File: config.mk
export PLATFORM = sky130hd
export DESIGN_NAME = ad9122_spi_target_flat
export DESIGN_NICKNAME = d
export VERILOG_FILES = /design/src/rtl/ad9122_spi_target_if.sv /design/src/rtl/ad9122_spi_target.sv /design/src/flat_wrapper.sv
export SDC_FILE = /design/constraint.sdc
export NUM_CORES = 1
export LEC_CHECK = 0
export ABC_AREA = 1
export ABC_CLOCK_PERIOD_IN_PS = 2500
export CORE_ASPECT_RATIO = 0.7
export CORE_MARGIN = 2
export CORE_UTILIZATION = 40
export CTS_CLUSTER_SIZE = 12
export DETAILED_ROUTE_END_ITERATION = 12
export PLACE_DENSITY = 0.53
export SYNTH_ARGS = -nofsm -noshare
export SYNTH_HDL_FRONTEND = slang
export SYNTH_SLANG_ARGS = --single-unit
File: constraint.sdc
create_clock -name CLK -period 2.5 [get_ports CLK]
set_clock_uncertainty 0.1 [all_clocks]
set_input_delay 0.375 -clock CLK [delete_from_list [all_inputs] [get_ports CLK]]
set_output_delay 0.375 -clock CLK [all_outputs]
set_load 0.005 [all_outputs]
File: src/rtl/ad9122_spi_target_if.sv
// SPI pin bundle for the AD9122-style register target.
// master drives nCS/SCLK/SDI; slave (the target) drives SDO/SDO_OE.
interface ad9122_spi_target_if;
   logic SPI_nCS;
   logic SPI_SCLK;
   logic SPI_SDI;
   logic SPI_SDO;
   logic SPI_SDO_OE;

   modport master (
      output SPI_nCS,
      output SPI_SCLK,
      output SPI_SDI,
      input  SPI_SDO,
      input  SPI_SDO_OE
   );

   modport slave (
      input  SPI_nCS,
      input  SPI_SCLK,
      input  SPI_SDI,
      output SPI_SDO,
      output SPI_SDO_OE
   );
endinterface

File: src/rtl/ad9122_spi_target.sv
// SPI register target for 16-bit R/W+addr7+data8 frames, oversampled on CLK.
// Ports: CLK/RST (sync, active high); spi (slave modport: nCS, SCLK, SDI in,
//   SDO/SDO_OE out); REG_ADDR/REG_RDATA fabric read port (1 CLK latency);
//   WR_STB/WR_ADDR/WR_DATA write report; FRAME_ERR short-frame pulse.
// Optional macro AD9122_SPI_TARGET_READBACK_EN enables SDO read replies.
module ad9122_spi_target #(
   parameter int         NUM_REGS    = 32,
   parameter logic [7:0] RESET_VAL   = 8'h00,
   parameter int         SYNC_STAGES = 2
) (
   input  logic                        CLK,
   input  logic                        RST,
   ad9122_spi_target_if.slave          spi,
   input  logic [6:0]                  REG_ADDR,
   output logic [7:0]                  REG_RDATA,
   output logic                        WR_STB,
   output logic [6:0]                  WR_ADDR,
   output logic [7:0]                  WR_DATA,
   output logic                        FRAME_ERR
);

   localparam int AW = (NUM_REGS > 1) ? $clog2(NUM_REGS) : 1;
   localparam logic [7:0] NREGS_W = 8'(NUM_REGS);
   localparam int SCW = $clog2(SYNC_STAGES + 2);
   localparam logic [SCW-1:0] SETTLE_MAX = SCW'(SYNC_STAGES + 1);

   typedef enum logic [1:0] {
      ST_IDLE,
      ST_INSTR,
      ST_DATA,
      ST_DONE
   } state_t;

   logic [SYNC_STAGES-1:0] ncs_sync_q, ncs_sync_d;
   logic [SYNC_STAGES-1:0] sclk_sync_q, sclk_sync_d;
   logic [SYNC_STAGES-1:0] sdi_sync_q, sdi_sync_d;
   logic ncs_dly_q, ncs_dly_d;
   logic sclk_dly_q, sclk_dly_d;
   logic [SCW-1:0] settle_q, settle_d;
   logic armed_q, armed_d;
   state_t state_q, state_d;
   logic [4:0] bit_cnt_q, bit_cnt_d;
   logic [14:0] shift_in_q, shift_in_d;
   logic [7:0] regs_q [NUM_REGS];
   logic [7:0] regs_d [NUM_REGS];
   logic [7:0] rdata_q, rdata_d;
   logic wr_stb_q, wr_stb_d;
   logic [6:0] wr_addr_q, wr_addr_d;
   logic [7:0] wr_data_q, wr_data_d;
   logic frame_err_q, frame_err_d;
`ifdef AD9122_SPI_TARGET_READBACK_EN
   logic [7:0] shift_out_q, shift_out_d;
   logic sdo_oe_q, sdo_oe_d;
   logic sclk_fall;
`endif

   logic ncs_s, sclk_s, sdi_s;
   logic ncs_rise, ncs_fall, sclk_rise;
   logic [15:0] frame_w;

   assign ncs_s     = ncs_sync_q[SYNC_STAGES-1];
   assign sclk_s    = sclk_sync_q[SYNC_STAGES-1];
   assign sdi_s     = sdi_sync_q[SYNC_STAGES-1];
   assign ncs_rise  = ncs_s & ~ncs_dly_q;
   assign ncs_fall  = ~ncs_s & ncs_dly_q;
   assign sclk_rise = sclk_s & ~sclk_dly_q;
`ifdef AD9122_SPI_TARGET_READBACK_EN
   assign sclk_fall = ~sclk_s & sclk_dly_q;
`endif
   // Bits received so far with the bit arriving on this rise appended.
   assign frame_w   = {shift_in_q, sdi_s};

   function automatic logic in_range(input logic [6:0] a);
      in_range = ({1'b0, a} < NREGS_W);
   endfunction

   function automatic logic [7:0] reg_rd(input logic [6:0] a);
      reg_rd = in_range(a) ? regs_q[a[AW-1:0]] : 8'h00;
   endfunction

   always_comb begin
      ncs_sync_d  = {ncs_sync_q[SYNC_STAGES-2:0], spi.SPI_nCS};
      sclk_sync_d = {sclk_sync_q[SYNC_STAGES-2:0], spi.SPI_SCLK};
      sdi_sync_d  = {sdi_sync_q[SYNC_STAGES-2:0], spi.SPI_SDI};
      ncs_dly_d   = ncs_s;
      sclk_dly_d  = sclk_s;
      settle_d    = (settle_q == SETTLE_MAX) ? settle_q : settle_q + 1'b1;
      // Arm only once the flushed chain shows nCS high, so a frame cut by
      // reset is not mistaken for a fresh nCS fall.
      armed_d     = armed_q |
                    ((settle_q == SETTLE_MAX) & ncs_s & ncs_dly_q);
      state_d     = state_q;
      bit_cnt_d   = bit_cnt_q;
      shift_in_d  = shift_in_q;
      regs_d      = regs_q;
      rdata_d     = reg_rd(REG_ADDR);
      wr_stb_d    = 1'b0;
      wr_addr_d   = wr_addr_q;
      wr_data_d   = wr_data_q;
      frame_err_d = 1'b0;
`ifdef AD9122_SPI_TARGET_READBACK_EN
      shift_out_d = shift_out_q;
      sdo_oe_d    = sdo_oe_q;
`endif

      if (ncs_s) begin
         state_d   = ST_IDLE;
         bit_cnt_d = 5'd0;
         if (ncs_rise && bit_cnt_q != 5'd0 && bit_cnt_q < 5'd16)
            frame_err_d = 1'b1;
`ifdef AD9122_SPI_TARGET_READBACK_EN
         shift_out_d = 8'h00;
         sdo_oe_d    = 1'b0;
`endif
      end else if (ncs_fall && armed_q) begin
         state_d   = ST_INSTR;
         bit_cnt_d = 5'd0;
      end else if (sclk_rise &&
                   (state_q == ST_INSTR || state_q == ST_DATA)) begin
         shift_in_d = frame_w[14:0];
         bit_cnt_d  = bit_cnt_q + 5'd1;
         if (bit_cnt_q == 5'd7) begin
            state_d = ST_DATA;
`ifdef AD9122_SPI_TARGET_READBACK_EN
            // frame_w[7] is R/W, frame_w[6:0] the address at this point.
            if (frame_w[7]) begin
               shift_out_d = reg_rd(frame_w[6:0]);
               sdo_oe_d    = 1'b1;
            end
`endif
         end
         if (bit_cnt_q == 5'd15) begin
            state_d = ST_DONE;
            if (!frame_w[15]) begin
               wr_stb_d  = 1'b1;
               wr_addr_d = frame_w[14:8];
               wr_data_d = frame_w[7:0];
               if (in_range(frame_w[14:8]))
                  regs_d[frame_w[8+AW-1:8]] = frame_w[7:0];
            end
         end
`ifdef AD9122_SPI_TARGET_READBACK_EN
      end else if (sclk_fall && sdo_oe_q) begin
         shift_out_d = {shift_out_q[6:0], 1'b0};
`endif
      end
   end

   always_ff @(posedge CLK) begin
      if (RST) begin
         ncs_sync_q  <= '1;
         sclk_sync_q <= '0;
         sdi_sync_q  <= '0;
         ncs_dly_q   <= 1'b1;
         sclk_dly_q  <= 1'b0;
         settle_q    <= '0;
         armed_q     <= 1'b0;
         state_q     <= ST_IDLE;
         bit_cnt_q   <= 5'd0;
         shift_in_q  <= '0;
         for (int i = 0; i < NUM_REGS; i++)
            regs_q[i] <= RESET_VAL;
         rdata_q     <= 8'h00;
         wr_stb_q    <= 1'b0;
         wr_addr_q   <= 7'd0;
         wr_data_q   <= 8'h00;
         frame_err_q <= 1'b0;
`ifdef AD9122_SPI_TARGET_READBACK_EN
         shift_out_q <= 8'h00;
         sdo_oe_q    <= 1'b0;
`endif
      end else begin
         ncs_sync_q  <= ncs_sync_d;
         sclk_sync_q <= sclk_sync_d;
         sdi_sync_q  <= sdi_sync_d;
         ncs_dly_q   <= ncs_dly_d;
         sclk_dly_q  <= sclk_dly_d;
         settle_q    <= settle_d;
         armed_q     <= armed_d;
         state_q     <= state_d;
         bit_cnt_q   <= bit_cnt_d;
         shift_in_q  <= shift_in_d;
         regs_q      <= regs_d;
         rdata_q     <= rdata_d;
         wr_stb_q    <= wr_stb_d;
         wr_addr_q   <= wr_addr_d;
         wr_data_q   <= wr_data_d;
         frame_err_q <= frame_err_d;
`ifdef AD9122_SPI_TARGET_READBACK_EN
         shift_out_q <= shift_out_d;
         sdo_oe_q    <= sdo_oe_d;
`endif
      end
   end

   assign REG_RDATA = rdata_q;
   assign WR_STB    = wr_stb_q;
   assign WR_ADDR   = wr_addr_q;
   assign WR_DATA   = wr_data_q;
   assign FRAME_ERR = frame_err_q;
`ifdef AD9122_SPI_TARGET_READBACK_EN
   assign spi.SPI_SDO    = shift_out_q[7];
   assign spi.SPI_SDO_OE = sdo_oe_q;
`else
   assign spi.SPI_SDO    = 1'b0;
   assign spi.SPI_SDO_OE = 1'b0;
`endif

endmodule
File: src/flat_wrapper.sv
// flat-port wrapper written by rule: the top's interface ports become plain ports
module ad9122_spi_target_flat 
#(
   parameter int         NUM_REGS    = 32,
   parameter logic [7:0] RESET_VAL   = 8'h00,
   parameter int         SYNC_STAGES = 2
)
  (CLK, RST, REG_ADDR, REG_RDATA, WR_STB, WR_ADDR, WR_DATA, FRAME_ERR, spi_SPI_nCS, spi_SPI_SCLK, spi_SPI_SDI, spi_SPI_SDO, spi_SPI_SDO_OE);
  ad9122_spi_target_if spi_i ();
  input  logic CLK;
  input  logic RST;
  input  logic [6:0] REG_ADDR;
  output logic [7:0] REG_RDATA;
  output logic WR_STB;
  output logic [6:0] WR_ADDR;
  output logic [7:0] WR_DATA;
  output logic FRAME_ERR;
  input wire logic [$bits(spi_i.SPI_nCS)-1:0] spi_SPI_nCS;
  input wire logic [$bits(spi_i.SPI_SCLK)-1:0] spi_SPI_SCLK;
  input wire logic [$bits(spi_i.SPI_SDI)-1:0] spi_SPI_SDI;
  output wire logic [$bits(spi_i.SPI_SDO)-1:0] spi_SPI_SDO;
  output wire logic [$bits(spi_i.SPI_SDO_OE)-1:0] spi_SPI_SDO_OE;
  assign spi_i.SPI_nCS = spi_SPI_nCS;
  assign spi_i.SPI_SCLK = spi_SPI_SCLK;
  assign spi_i.SPI_SDI = spi_SPI_SDI;
  assign spi_SPI_SDO = spi_i.SPI_SDO;
  assign spi_SPI_SDO_OE = spi_i.SPI_SDO_OE;
  ad9122_spi_target #(.NUM_REGS(NUM_REGS), .RESET_VAL(RESET_VAL), .SYNC_STAGES(SYNC_STAGES)) u_core (.CLK(CLK), .RST(RST), .spi(spi_i), .REG_ADDR(REG_ADDR), .REG_RDATA(REG_RDATA), .WR_STB(WR_STB), .WR_ADDR(WR_ADDR), .WR_DATA(WR_DATA), .FRAME_ERR(FRAME_ERR));
endmodule
==> reports/qor.csv <==
stage,metric,value,unit
placed_design,numPortBuffers,36,
yosys,yosysMostFrequentCell,nand2_1,
setup_path,reg2reg_to,u_core.regs_q[13],
sta,relSlewSlack,56.5,%
cts,cts_tree,built,
sta,min_period,2.42,ns
cells_and_area,final.fill_count,3705,
routing,vias,12759,
pwr,power_density,653,nW/um^2
yosys,netlist_top_cells_area,"dfxtp_1 44%, a21oi_1 11%, nand2_1 9.0%, o21ai_0 8.3%, inv_1 7.5%",
floorplanning,io_pins,39,
cts,cts_buffer_depth,3,
pwr,report.power.total,10800,uW
sta,tightest_slew,0.652,ns
yosys,synth_cell_types,31,
yosys,synth_warnings,0,
placed_design,dp_slack,0.0879,ns
cells_and_area,n_antenna_cell,0,
global_routing,gr-total-overflow,0,
global_routing,top_usage_layer,met2,
sta,hold_violations,0,
setup_path,crit_path_end_kind,register,
yosys,seq_area_frac_synth,43.5,%
cells_and_area,multi_input_comb_area,6380,um^2
global_routing,grt_usage,22.2,%
cts,cts_buffers,35,
global_routing,grt_pass1_wl,66000,um
cts,clkSinkCount,314,
global_routing,grt_use_met3,3.13,%
setup_path,cp.required,2.85,ns
yosys,ys.flop_type,dfxtp_1,
sta,rsz0062_at_grt,true,
sta,max_freq,413,MHz
floorplanning,coreArea,35700,um^2
setup_path,critPathCapture,u_core.regs_q[13],
cells_and_area,areaGrowthSynthToFinish,14.9,%
placed_design,gp_congestion,0.804,
floorplanning,die_w,231,um
cts,path_clk_slew,0.06,ns
setup_path,critPathArrivalTime,2.77,ns
pwr,ir_worst_vdd,0.462,mV
floorplanning,start_util,40.4,%
sta,setup_viol,0,
cts,holdBufCountCts,0,
yosys,synth_cells,2022,
global_routing,grt_antenna_before_repair,0,
yosys,synth_top_area_share,43.5,%
yosys,synth_common_cells,"348 x nand2_1, 314 x dfxtp_1, 303 x a21oi_1",
yosys,async_flop_share,0,%
placed_design,dp.cells,2442,
routing,firstDrtPassIters,5,
floorplanning,die_h,163,um
min_path,worstHoldPathCells,3,
cells_and_area,nets,2029,
setup_path,critical_path.startpoint,u_core.bit_cnt_q[0],
min_path,min_path_type,primary input to register,
routing,wl_per_cell,16.9,um
run,max_cap_viol_count,0,
routing,drc,0,
global_routing,grt_max_degree,108,
setup_path,rr_worst_depth,11,
outcome,status,"finished, final reports clean",
cts,clock_latency,0.52,ns
routing,vias_per_cell,5.07,
sta,period_share,96.8,%
setup_path,r2r-start,u_core.bit_cnt_q[0],
yosys,yosysTopAreaCell,dfxtp_1,
cells_and_area,seq_area,6290,um^2
cts,root_buffer,clkbuf_16,
pwr,p_leak,0.00579,uW
global_routing,use_met2,34.1,%
sta,maxSlewViolCount,0,
placed_design,place_hpwl,25800,um
setup_path,startpoint_type,register,
routing,drt_iter0_drc,949,
floorplanning,rows,58,
global_routing,grt_pass1_vias,11529,
yosys,syn_area,14400,um^2
cells_and_area,drive_above_1_share,8.89,%
floorplanning,dieArea,37700,um^2
setup_path,r2r_setup_slack,0.08,ns
sta,timing.final.ws_setup,0.0809,ns
yosys,syn_area_per_cell,7.14,um^2
setup_path,cp_max_fo,16,
routing,antenna_left,0,
yosys,synth_edf_count,0,
setup_path,critical_path_class,register to register,
routing,wirelength,42500,um
cells_and_area,post_layout_nonfiller_instances,2515,
yosys,synth-seq-cells,314,
cts,htree_levels,2,
global_routing,grt_util_met1,33.0,%
repair_timing:
| item | 4_1_cts | 5_1_grt |
|---|---|---|
| endpoints found under the setup margin | 0 | 103 |
| resized for setup | 0 | 139 |
| setup buffers | 0 | 9 |
cell usage in the layout (no fill, tap or decap):
master,count
a211oi_1,1
a21oi_1,303
a31oi_1,1
buf_12,20
buf_2,1
buf_4,44
bufinv_16,1
clkbuf_1,7
clkbuf_16,38
clkbuf_8,9
clkdlybuf4s50_1,34
clkinv_1,1
clkinv_2,5
clkinvlp_4,1
conb_1,2
dfxtp_1,314
ha_1,2
ha_2,2
inv_1,286
inv_2,1
inv_6,1
nand2_1,348
nand2_2,2
nand3_1,197
nand3_2,5
nand3_4,29
nand4_1,2
nor2_1,74
nor2_4,2
nor2_8,1
nor3_1,4
nor3_4,2
o21ai_0,117
o21ai_1,160
o21ai_2,15
or2_2,2
xor2_1,1
cell families after synthesis:
| logic type | Yosys count | synth area share [%] |
|---|---|---|
| buffers and inverters | 441 | 13.1 |
| xor gates and xnor gates | 1 | 0.0607 |
| adders and majority gates | 4 | 0.347 |
| other | 1 | 0.0260 |
| AOI/OAI and AO/OA | 597 | 20.7 |
| and+or+nand+nor | 664 | 22.3 |
| DFF | 314 | 43.5 |
critical path, cell delays in order, from the launching register on:
cell and delay (ns):
dfxtp_1 0.35, ha_2 0.20, inv_1 0.05, nor3_1 0.14
ha_2 0.22, nand3_1 0.12, nor3_4 0.23, buf_12 0.21
buf_4 0.18, nand3_4 0.19, buf_4 0.23, a21oi_1 0.13
stage by stage:
step / utilization [%] / cell area [um^2] / hold slack [ns] / TNS [ns]
floorplan: - / 14400 / 0.288 / 0
CTS: 45.9 / 16400 / 0.247 / 0
detailed placement: 42.7 / 15300 / 0.298 / 0
finish: 46.5 / 16600 / 0.270 / 0
global placement: 42.7 / 15300 / 0.291 / 0
global route: 46.5 / 16600 / 0.287 / -3.79
area by class of cell:
| type | instances | share of cell area [%] |
|---|---|---|
| clock inverter | 6 | 0.347 |
| multi-input combinational | 1272 | 38.4 |
| sequential | 314 | 37.9 |
| timing repair buffer | 100 | 6.63 |
| clock buffer | 53 | 6.48 |
| inverter | 290 | 6.60 |
| tap | 480 | 3.62 |
report_power, final:
part | switching (uW) | total, uW | internal, uW
clock | 2090 | 5150 | 3060
combinational | 433 | 650 | 217
sequential | 9.26 | 5030 | 5020
worst min-delay path by stage:
stage	start	to	slack [ns]
after floorplan	u_core.sclk_sync_q[0]	u_core.sclk_sync_q[1]	0.29
after global placement	u_core.ncs_sync_q[0]	u_core.ncs_sync_q[1]	0.29
after detailed placement	u_core.sdi_sync_q[0]	u_core.sdi_sync_q[1]	0.30
after CTS	spi_SPI_SDI	u_core.sdi_sync_q[0]	0.25
after global routing	spi_SPI_SDI	u_core.sdi_sync_q[0]	0.29
final	spi_SPI_SDI	u_core.sdi_sync_q[0]	0.27
registers in the layout, summed over array words and instances, names as in the netlist:
name / cells
u_core.WR_DATA: 8
u_core.sclk_dly_q: 1
u_core.bit_cnt_q: 5
u_core.ncs_dly_q: 1
u_core.ncs_sync_q: 2
u_core.WR_STB: 1
u_core.WR_ADDR: 7
u_core.state_q: 2
u_core.sclk_sync_q: 2
u_core.FRAME_ERR: 1
u_core.armed_q: 1
u_core.settle_q: 2
u_core.REG_RDATA: 8
u_core.regs_q: 256
u_core.sdi_sync_q: 2
u_core.shift_in_q: 15
per-layer routing:
metal  routed length [um]  vias to the layer above
li1                     -                     6553
met1                21500                     5907
met2                18300                      247
met3                 2070                       52
met4                  596                        0
met5                    0                        -
(Power assumes the default switching activity.)
